## src/rtl/uart_rx.sv

```systemverilog
`default_nettype none
// ============================================================================
//  Module   : uart_rx
//  Purpose  : 8N1 UART receiver. RXD is synchronised, sampled mid-bit and
//             the received byte is presented with a held-valid / read-ack
//             handshake, plus sticky overrun and framing-error flags.
//  Option   : define UART_RX_PARITY_EN for an even-parity bit between the
//             data bits and the stop bit (drives parity_err).
//  Revision : 1.0  initial release
// ============================================================================
module uart_rx #(
   parameter int CLK_FREQ_HZ = 12000000,
   parameter int BAUD_RATE   = 115200
) (
   input  logic       CLK,
   input  logic       RESET,
   input  logic       RXD,
   output logic [7:0] rx_data,
   output logic       rx_valid,
   input  logic       rd_ack,
   output logic       overrun,
   output logic       frame_err,
   output logic       parity_err
);

   localparam int CLKS_PER_BIT = CLK_FREQ_HZ / BAUD_RATE;
   localparam int c_CNT_W      = $clog2(CLKS_PER_BIT);
   // Half a bit (minus one) lands the start-bit sample in the middle of the bit.
   localparam logic [c_CNT_W-1:0] c_HALF_LOAD = c_CNT_W'(CLKS_PER_BIT / 2 - 1);
   localparam logic [c_CNT_W-1:0] c_FULL_LOAD = c_CNT_W'(CLKS_PER_BIT - 1);

   typedef enum logic [2:0] {
      S_IDLE   = 3'd0,
      S_START  = 3'd1,
      S_DATA   = 3'd2,
      S_STOP   = 3'd3,
      S_BREAK  = 3'd4
`ifdef UART_RX_PARITY_EN
      ,
      S_PARITY = 3'd5
`endif
   } state_t;

   logic               r_sync1;
   logic               r_sync2;
   logic               w_rxs;
   state_t             r_state;
   state_t             w_state_next;
   logic [c_CNT_W-1:0] r_cnt;
   logic [c_CNT_W-1:0] w_cnt_next;
   logic               w_cnt_zero;
   logic [2:0]         r_idx;
   logic [2:0]         w_idx_next;
   logic [7:0]         r_shift;
   logic [7:0]         w_shift_next;
   logic               w_commit;
   logic               w_frame_set;
`ifdef UART_RX_PARITY_EN
   logic               r_par_bad;
   logic               w_par_bad_next;
`endif

   assign w_rxs      = r_sync2;
   assign w_cnt_zero = (r_cnt == '0);

   // Two-flop synchroniser for the asynchronous line; idles high.
   always_ff @(posedge CLK) begin
      if (RESET) begin
         r_sync1 <= 1'b1;
         r_sync2 <= 1'b1;
      end else begin
         r_sync1 <= RXD;
         r_sync2 <= r_sync1;
      end
   end

   // Receiver state, baud counter, bit index and shift register.
   always_ff @(posedge CLK) begin
      if (RESET) begin
         r_state <= S_IDLE;
         r_cnt   <= '0;
         r_idx   <= 3'd0;
         r_shift <= 8'h00;
      end else begin
         r_state <= w_state_next;
         r_cnt   <= w_cnt_next;
         r_idx   <= w_idx_next;
         r_shift <= w_shift_next;
      end
   end

   // Next-state logic: mid-bit sampling driven by the baud down-counter.
   always_comb begin
      w_state_next = r_state;
      w_cnt_next   = r_cnt;
      w_idx_next   = r_idx;
      w_shift_next = r_shift;
      w_commit     = 1'b0;
      w_frame_set  = 1'b0;
`ifdef UART_RX_PARITY_EN
      w_par_bad_next = r_par_bad;
`endif
      case (r_state)
         S_IDLE: begin
            if (!w_rxs) begin
               w_state_next = S_START;
               w_cnt_next   = c_HALF_LOAD;
            end
         end
         S_START: begin
            if (!w_cnt_zero) begin
               w_cnt_next = r_cnt - 1'b1;
            end else if (!w_rxs) begin
               w_state_next = S_DATA;
               w_cnt_next   = c_FULL_LOAD;
               w_idx_next   = 3'd0;
            end else begin
               // Line was high again at mid-start: treat as a glitch.
               w_state_next = S_IDLE;
            end
         end
         S_DATA: begin
            if (!w_cnt_zero) begin
               w_cnt_next = r_cnt - 1'b1;
            end else begin
               w_shift_next[r_idx] = w_rxs;
               w_cnt_next          = c_FULL_LOAD;
               if (r_idx == 3'd7) begin
`ifdef UART_RX_PARITY_EN
                  w_state_next = S_PARITY;
`else
                  w_state_next = S_STOP;
`endif
               end else begin
                  w_idx_next = r_idx + 3'd1;
               end
            end
         end
`ifdef UART_RX_PARITY_EN
         S_PARITY: begin
            if (!w_cnt_zero) begin
               w_cnt_next = r_cnt - 1'b1;
            end else begin
               // Even parity: data bits plus parity bit must XOR to zero.
               w_par_bad_next = w_rxs ^ (^r_shift);
               w_cnt_next     = c_FULL_LOAD;
               w_state_next   = S_STOP;
            end
         end
`endif
         S_STOP: begin
            if (!w_cnt_zero) begin
               w_cnt_next = r_cnt - 1'b1;
            end else if (w_rxs) begin
               w_commit     = 1'b1;
               w_state_next = S_IDLE;
            end else begin
               w_frame_set  = 1'b1;
               w_state_next = S_BREAK;
            end
         end
         S_BREAK: begin
            if (w_rxs) begin
               w_state_next = S_IDLE;
            end
         end
         default: begin
            w_state_next = S_IDLE;
         end
      endcase
   end

   // Output handshake: commit beats rd_ack, rd_ack clears the sticky flags.
   always_ff @(posedge CLK) begin
      if (RESET) begin
         rx_data   <= 8'h00;
         rx_valid  <= 1'b0;
         overrun   <= 1'b0;
         frame_err <= 1'b0;
      end else begin
         if (w_commit) begin
            rx_data  <= r_shift;
            rx_valid <= 1'b1;
            overrun  <= !rd_ack && (overrun || rx_valid);
         end else if (rd_ack) begin
            rx_valid <= 1'b0;
            overrun  <= 1'b0;
         end
         if (w_frame_set) begin
            frame_err <= 1'b1;
         end else if (rd_ack) begin
            frame_err <= 1'b0;
         end
      end
   end

`ifdef UART_RX_PARITY_EN
   // Parity check result and its sticky flag, raised when the byte commits.
   always_ff @(posedge CLK) begin
      if (RESET) begin
         r_par_bad  <= 1'b0;
         parity_err <= 1'b0;
      end else begin
         r_par_bad <= w_par_bad_next;
         if (w_commit && r_par_bad) begin
            parity_err <= 1'b1;
         end else if (rd_ack) begin
            parity_err <= 1'b0;
         end
      end
   end
`else
   assign parity_err = 1'b0;
`endif

endmodule
`default_nettype wire
```

## config.mk

```make
export PLATFORM = sky130hd
export DESIGN_NAME = uart_rx
export DESIGN_NICKNAME = d
export VERILOG_FILES = /design/src/rtl/uart_rx.sv
export SDC_FILE = /design/constraint.sdc
export NUM_CORES = 1
export LEC_CHECK = 0
export CORE_UTILIZATION = 40
export DETAILED_ROUTE_END_ITERATION = 7
export GPL_TIMING_DRIVEN = 0
export HOLD_SLACK_MARGIN = 0.15
export MAX_ROUTING_LAYER = met4
export PLACE_DENSITY_LB_ADDON = 0.05
export REMOVE_ABC_BUFFERS = 1
export SETUP_SLACK_MARGIN = 0.5
export SYNTH_ARGS = -nofsm -noshare
export SYNTH_HDL_FRONTEND = slang
export SYNTH_SLANG_ARGS = --single-unit
```

## constraint.sdc

```tcl
create_clock -name CLK -period 2.1 [get_ports CLK]
set_input_delay 0.315 -clock CLK [delete_from_list [all_inputs] [get_ports CLK]]
set_output_delay 0.315 -clock CLK [all_outputs]
set_load 0.05 [all_outputs]
```

==> results of run 1 <==
logic make-up (layout without fill, tap and decap cells):
| family | after synthesis | in the layout | share of synthesized area (%) |
|---|---|---|---|
| AOI/OAI and AO/OA | 42 | 42 | 17.4 |
| xor gates and xnor gates | 2 | 2 | 1.01 |
| adders and majority gates | 4 | 4 | 2.88 |
| buffers and inverters | 20 | 59 | 5.97 |
| DFF | 34 | 34 | 39.2 |
| muxes | 16 | 16 | 9.22 |
| other | 1 | 1 | 0.216 |
| and+or+nand+nor | 76 | 76 | 24.1 |
per-stage QoR:
| stage | hold slack, ns | TNS (ns) |
|---|---|---|
| finish | 0.412 | 0 |
| detailed placement | 0.397 | -4.21 |
| global placement | 0.402 | -3.35 |
| floorplan | 0.384 | 0 |
| global route | 0.426 | 0 |
| CTS | 0.416 | 0 |
metal layers:
metal	vias up	part of all wire, %	global-route usage (%)
li1	771	-	-
met4	0	1.3	6.51
met1	750	47	25.6
met2	46	47	29.0
met3	7	5.2	5.00
met5	-	0	-
power by group through the flow:
stage	logic, mW	registers [mW]	clock network [mW]
2_1_floorplan	0.161	0.695	0
3_3_place_gp	0.212	0.701	0
3_5_place_dp	0.218	0.702	0
4_1_cts	0.280	0.689	0.541
5_1_grt	0.383	0.690	0.562
6_report	0.358	0.687	0.527
cells in the mapped netlist, drive strengths merged, types with 2 or more instances:
| library cell | number |
|---|---|
| a211oi | 2 |
| nand2b | 3 |
| o21a | 2 |
| nor2 | 21 |
| o2111ai | 2 |
| buf | 6 |
| or3b | 2 |
| o311ai | 2 |
| dfxtp | 34 |
| a311oi | 2 |
| o21ai | 3 |
| or2 | 6 |
| nand3 | 3 |
| inv | 10 |
| xnor2 | 2 |
| nand2 | 22 |
| a21oi | 9 |
| o41ai | 2 |
| o211a | 2 |
| nor3b | 5 |
| clkbuf | 4 |
| o211ai | 4 |
| nor2b | 3 |
| nand4 | 3 |
| o31ai | 2 |
| mux2i | 16 |
| ha | 4 |
| nor3 | 3 |
| a31oi | 3 |
critical path, cell delays in order (launching register included):
cell and delay (ns):
dfxtp_4 0.37, inv_4 0.06, ha_4 0.13, or3b_4 0.43
o31a_1 0.28, o2111ai_1 0.20, o211ai_1 0.12
cell type report:
cell class	count	area, um2	share of cell area [%]
Multi-Input combinational cell	141	1080	46.8
Timing Repair Buffer	41	330	14.2
Clock inverter	2	12.5	0.539
Inverter	10	43.8	1.89
Tap cell	50	62.6	2.70
Clock buffer	6	82.6	3.56
Sequential cell	34	703	30.3
flip-flops by register name, summed over array words and instances (netlist names):
name and count:
frame_err 1, r_sync1 1, r_shift 8, r_state 3, rx_data 8, r_idx 3, rx_valid 1, r_cnt 7
overrun 1, r_sync2 1
how the worst max path moves through the flow:
stage               slack (ns)                 endpoint                  start
floorplan                 0.43    r_cnt[2]$_SDFFE_PP0P_  r_cnt[0]$_SDFFE_PP0P_
global placement         -0.37  r_shift[1]$_SDFFE_PP0P_                  RESET
detailed placement       -0.45  r_shift[1]$_SDFFE_PP0P_                  RESET
CTS                       0.38    r_cnt[2]$_SDFFE_PP0P_  r_cnt[0]$_SDFFE_PP0P_
global route              0.35    r_cnt[6]$_SDFFE_PP0P_  r_cnt[0]$_SDFFE_PP0P_
finish                    0.38    r_cnt[2]$_SDFFE_PP0P_  r_cnt[0]$_SDFFE_PP0P_
timing repair:
action,4_1_cts,5_1_grt
buffers inserted,11,16
endpoints found under the setup margin,41,26
resized for setup,34,25
pin swaps,7,13
==> results.cfg, run 1 <==
[sta]
clock_skew_ns = 0.0119
drv_slew = 0
setup_viol = 0
fin_crit_sh_pct = 81.8
hold_viol_final = 0
rsz0062_at_grt = yes
slew_headroom_pct = 62.3
tightest_slew_ns = 0.566
max_freq_ghz = 0.582
post-route-min-period_ns = 1.72
setup_ws_ns = 0.383

[pwr]
clockPowerShare_pct = 33.5
p_leak_nw = 1.03
combPwrFrac_pct = 22.8
powerDensity_nw_per_um2 = 678
p_sw_share_pct = 30.2
internal_power_mw = 1.10
seqPwrFrac_pct = 43.7
power_mw = 1.57
switchingPower_mw = 0.474
ir_worst_vdd_mv = 0.435

[critical_path]
critPathMaxFanout = 5
start_kind = register
cp.required_ns = 2.27
r2r_end = r_cnt[2]$_SDFFE_PP0P_
ff2ff_setup_slack_ns = 0.38
end_kind = register
r2r_start = r_cnt[0]$_SDFFE_PP0P_
critPathArrivalTime_ns = 1.89
timing_worst_setup_path_type = register to register
reg2reg_depth = 6

[grt]
antenna_found_initial = 0
grt_pass1_vias = 1359
grt_use_total_pct = 19.5
grt-ovfl-total = 0
grt_max_degree = 25
grt_pass1_wl_mm = 6.39

[yosys]
ys_seq_elements = 34
synth-edff-count = 0
ys_seq_area_share_pct = 39.2
yosysTopAreaCellShare_pct = 39.2
yosysWarningCount = 0
async_reset_ff_share_pct = 0
synth_top_area_cell = dfxtp_1
syn-cell-area_um2 = 1740
synth_top_flop_cell = dfxtp_1
synth_area_leaders = dfxtp_1, mux2i_1, nand2_1
ys_types = 51
synth.avg_cell_area_um2 = 8.91
netlist_instances = 195

[hold_path]
worstHoldPathCells = 1
whs_endpoint = r_sync2$_SDFF_PP1_
hold_class = register to register
holdCritStartpoint = r_sync1$_SDFF_PP1_

[routing]
vias_per_cell = 5.54
drtIter0Drc = 105
drc = 0
drt_wl_total_mm = 4.32
wl_per_cell_um = 15.2
vias = 1574
drt-pass1-iter-count = 4
ant_nets = 0

[finish]
fin_nets = 241
syn_to_final_growth_pct = 33.5
mostFrequentLayoutCells = buf_4, dfxtp_1, nand2_1, nor2_1, mux2i_1
drive_gt1_share_pct = 32.9
layout_commonest_cell = buf_4
finalInstanceArea_um2 = 2320
final_cells = 284
fillCellCount = 393
final_util_pct = 56.8
diodes = 0

[floorplanning]
start_util_pct = 42.5
die_area_um2 = 4610
num_io_pins = 16
die_w_um = 67.9
die_h_um = 67.9
core-area_um2 = 4090
rows = 23

[cts]
clockBufferDepth = 2
cts-root-buf = clkbuf_8
cts_tree = built
clk-insertion-delay-late_ns = 0.30
numClockSinks = 34
cts_buffers = 5
ctsHoldBuffers = 0
h-tree-depth = 2
clk_pin_slew_worst_paths_ns = 0.08

[placed_design]
place_congestion = 0.890
hpwl_mm = 2.61
dpl_cell_area_um2 = 1870
dp_cells = 249
dp_slack_ns = -0.451
place.port_buffers = 14

[job]
max_cap_viol_count = 0

[status]
outcome = finished clean
(Power assumes the default switching activity.)
==> run 2, diff against run 1 <==
Clock period 2.1 ns to 1.5 ns, I/O delays scaled along.
==> results.cfg, run 2 (synthesis gave the netlist of run 1 again) <==
[status]
outcome = finished with violations
violations = negative setup slack

[critical_path]
r2r_start = r_cnt[0]$_SDFFE_PP0P_
critPathMaxFanout = 5
critPathLaunch = r_cnt[0]$_SDFFE_PP0P_
start_kind = register
timing_worst_setup_path_type = register to register
cp.required_ns = 1.67
critPathArrivalTime_ns = 1.89
end_kind = register

[hold_path]
holdCritStartpoint = r_sync1$_SDFF_PP1_
hold_class = register to register

[finish]
top_regs = r_shift x8, rx_data x8, r_cnt x7
fillCellCount = 380
drive_gt1_share_pct = 42.9
fin_nets = 245
final_cells = 288
syn_to_final_growth_pct = 41.6
diodes = 0
final_util_pct = 60.2
layout_commonest_cell = buf_4
mostFrequentLayoutCells = buf_4, nand2_1, nor2_1, mux2i_1, dfxtp_1

[job]
max_cap_viol_count = 0

[cts]
clk-insertion-delay-late_ns = 0.30
clockBufferDepth = 2
clk_pin_slew_worst_paths_ns = 0.08
h-tree-depth = 2
ctsHoldBuffers = 0
numClockSinks = 34
cts_buffers = 5
cts_tree = built
cts-root-buf = clkbuf_8

[pwr]
powerDensity_nw_per_um2 = 898
p_leak_nw = 1.04
ir_worst_vdd_mv = 0.545

[sta]
hold_viol_final = 0
post-route-min-period_ns = 1.72
fin_crit_sh_pct = 115
drv_slew = 0
clock_skew_ns = 0.0132
rsz0062_at_grt = yes
tns_ns = -3.63
slew_headroom_pct = 61.4
max_freq_ghz = 0.582
tightest_slew_ns = 0.580
setup_ws_ns = -0.219
setup_viol = 30

[routing]
drtIter0Drc = 96
ant_nets = 0
drt_wl_total_mm = 4.47
drc = 0
vias = 1570
drt-pass1-iter-count = 4
vias_per_cell = 5.45
wl_per_cell_um = 15.5

[floorplanning]
die_h_um = 67.9
rows = 23
die_w_um = 67.9
core-area_um2 = 4090
start_util_pct = 42.5
die_area_um2 = 4610
num_io_pins = 16

[placed_design]
dp_cells = 249
place_congestion = 0.890
hpwl_mm = 2.61
place.port_buffers = 14

[grt]
grt_use_total_pct = 20.7
grt_max_degree = 25
grt-ovfl-total = 0
grt_pass1_wl_mm = 6.74
antenna_found_initial = 0
grt_pass1_vias = 1448
==> run 2: cell count changes in the layout (fill, tap and decap cells not counted), moves of 2 or more <==
| cell | delta |
|---|---|
| dfxtp_2 | +12 |
| buf_8 | +11 |
| dlygate4sd2_1 | -11 |
| dfxtp_1 | -10 |
| buf_6 | +5 |
| a21oi_1 | -2 |
| a21oi_2 | +2 |
| dfxtp_4 | -2 |
| ha_2 | -2 |
| nor3b_1 | -2 |
| nor3b_2 | +2 |
==> run 2: worst max-delay path, stage by stage (launching register included) <==
cell	delay, ns
dfxtp_4	0.37
inv_4	0.06
ha_4	0.13
or3b_4	0.42
nor4_4	0.34
nand2_1	0.14
mux2i_1	0.14
==> run 2: report_power, final <==
group          switching [mW]  internal (mW)
Clock                   0.366          0.369
Sequential             0.0410          0.923
Combinational           0.255          0.256
==> run 2: path summary, 6_finish.rpt <==
kind                                           endpoint  slack [ns]  cells after the start
worst min-delay path                 r_sync2$_SDFF_PP1_        0.41                      1
worst max register to register  r_shift[4]$_SDFFE_PP0P_       -0.22                      6
worst max-delay path            r_shift[4]$_SDFFE_PP0P_       -0.22                      6
worst min register to register       r_sync2$_SDFF_PP1_        0.41                      1
==> run 2: area by class of cell <==
cell class,count,area (um2),area share (%)
sequential,34,711,28.9
timing repair buffer,45,448,18.2
inverter,10,43.8,1.78
clock buffer,6,82.6,3.36
tap,50,62.6,2.54
multi-input combinational,141,1100,44.7
clock inverter,2,12.5,0.508
==> run 2: routing by layer <==
| layer | vias up | GRT usage (%) | wire length, um |
|---|---|---|---|
| met4 | 0 | 8.33 | 64 |
| met3 | 7 | 5.67 | 191 |
| met1 | 756 | 24.8 | 2080 |
| met2 | 32 | 32.5 | 2130 |
| li1 | 775 | - | - |
| met5 | - | - | 0 |
==> run 2: what timing repair did <==
action,4_1_cts,5_1_grt
gates resized for setup,140,9
pin swaps,21,9
buffers inserted,18,12
cloned,0,1
setup endpoints to repair,45,43
==> run 2: stage by stage <==
stage          power [mW]  area (um2)  hold slack [ns]  setup WS, ns
6_report             2.21        2460            0.414        -0.219
5_1_grt              2.29        2460            0.426        -0.266
4_1_cts              2.15        2330            0.416        -0.207
3_5_place_dp         1.29        1870            0.397        -0.961
3_3_place_gp         1.28        1870            0.402        -0.882
2_1_floorplan        1.20        1670            0.294        -0.169
==> run 3, diff against run 2 <==
Settings changed: SLEW_MARGIN set to 40.
==> results.cfg, run 3 (synthesis gave the netlist of run 1 again) <==
[grt]
grt_use_total_pct = 20.9
grt_pass1_wl_mm = 6.80
antenna_found_initial = 0
grt-ovfl-total = 0
grt_pass1_vias = 1359
grt_max_degree = 25

[placed_design]
dpl_cell_area_um2 = 1870
dp_slack_ns = -0.589
place.port_buffers = 14
place_congestion = 0.890
dp_cells = 249
hpwl_mm = 2.58

[floorplanning]
core-area_um2 = 4090
start_util_pct = 42.5
die_w_um = 67.9
num_io_pins = 16
die_area_um2 = 4610
die_h_um = 67.9
rows = 23

[critical_path]
start_kind = register
critPathArrivalTime_ns = 1.86
critPathMaxFanout = 4
critPathLaunch = r_cnt[0]$_SDFFE_PP0P_
end_kind = register
timing_worst_setup_path_type = register to register
r2r_start = r_cnt[0]$_SDFFE_PP0P_
cp.required_ns = 1.67

[finish]
drive_gt1_share_pct = 41.2
syn_to_final_growth_pct = 38.9
diodes = 0
final_cells = 283
finalInstanceArea_um2 = 2410
layout_commonest_cell = buf_4
mostFrequentLayoutCells = buf_4, nand2_1, nor2_1, mux2i_1, dfxtp_2
top_regs = r_shift x8, rx_data x8, r_cnt x7
fin_nets = 240

[status]
violations = negative setup slack
outcome = finished with violations

[routing]
ant_nets = 0
vias_per_cell = 5.35
drtIter0Drc = 166
vias = 1513
drt-pass1-iter-count = 4
drc = 0
wl_per_cell_um = 14.6
drt_wl_total_mm = 4.14

[cts]
numClockSinks = 34
cts_buffers = 5
ctsHoldBuffers = 0
h-tree-depth = 2
cts-root-buf = clkbuf_8
clk-insertion-delay-late_ns = 0.29
clk_pin_slew_worst_paths_ns = 0.07
clockBufferDepth = 2
cts_tree = built

[hold_path]
hold_class = primary input to register
holdCritStartpoint = RESET

[sta]
setup_ws_ns = -0.189
clock_skew_ns = 0.00756
drv_slew = 0
setup_viol = 29
whs_ns = 0.358
fin_crit_sh_pct = 113
hold_viol_final = 0
max_freq_ghz = 0.592
rsz0062_at_grt = yes
tns_ns = -3.13
post-route-min-period_ns = 1.69

[pwr]
ir_worst_vdd_mv = 0.730
clockPowerShare_pct = 32.9
switchingPower_mw = 0.658
p_leak_nw = 1.03
p_sw_share_pct = 29.8
internal_power_mw = 1.55
combPwrFrac_pct = 23.5
powerDensity_nw_per_um2 = 914
seqPwrFrac_pct = 43.6

[job]
max_cap_viol_count = 0
## run 3: timing repair
item                       CTS  global route
gates cloned                 0             0
setup endpoints to repair   43            43
pin swaps                   22             5
setup buffers               22             4
resized for setup          144             4
## run 3: cell type report
cell class,instances,area [um2]
inverters,10,40.0
flip-flops and latches,34,718
multi-input cells,141,1100
clock inverters,2,12.5
fillers,365,1670
well taps,50,62.6
repair buffers,40,397
clock buffers,6,82.6
## run 3: path summary, 6_finish.rpt
kind | endpoint | slack (ns) | cells past startpoint
setup reg to reg | r_cnt[2]$_SDFFE_PP0P_ | -0.19 | 6
hold / removal | rx_data[7]$_SDFFE_PP0P_ | 0.36 | 2
hold reg to reg | r_sync2$_SDFF_PP1_ | 0.41 | 1
setup / recovery | r_cnt[2]$_SDFFE_PP0P_ | -0.19 | 6
## run 3: power by group through the flow
stage / logic, mW / clock network, mW / registers, mW
floorplan: 0.226 / 0 / 0.973
global placement: 0.297 / 0 / 0.982
detailed placement: 0.304 / 0 / 0.982
CTS: 0.458 / 0.746 / 0.960
global route: 0.558 / 0.789 / 0.967
finish: 0.518 / 0.727 / 0.963
## run 3: through the flow
step,utilization [%],power (mW)
2_1_floorplan,-,1.20
6_report,59.1,2.21
3_5_place_dp,45.7,1.29
3_3_place_gp,45.9,1.28
4_1_cts,58.1,2.16
5_1_grt,59.1,2.31
## run 3: layer usage
metal,GRT usage [%],vias to the layer above,part of all wire (%)
met3,5.00,7,5.5
met4,6.25,0,1.6
met1,28.0,711,46
met5,-,-,0
li1,-,762,-
met2,31.1,33,46
## run 3: worst max-delay path: stages, from the launching register on
cell and delay (ns):
dfxtp_4 0.36, inv_4 0.06, ha_4 0.12, or3b_4 0.41, o31a_1 0.28, o2111ai_1 0.20, o211ai_1 0.12
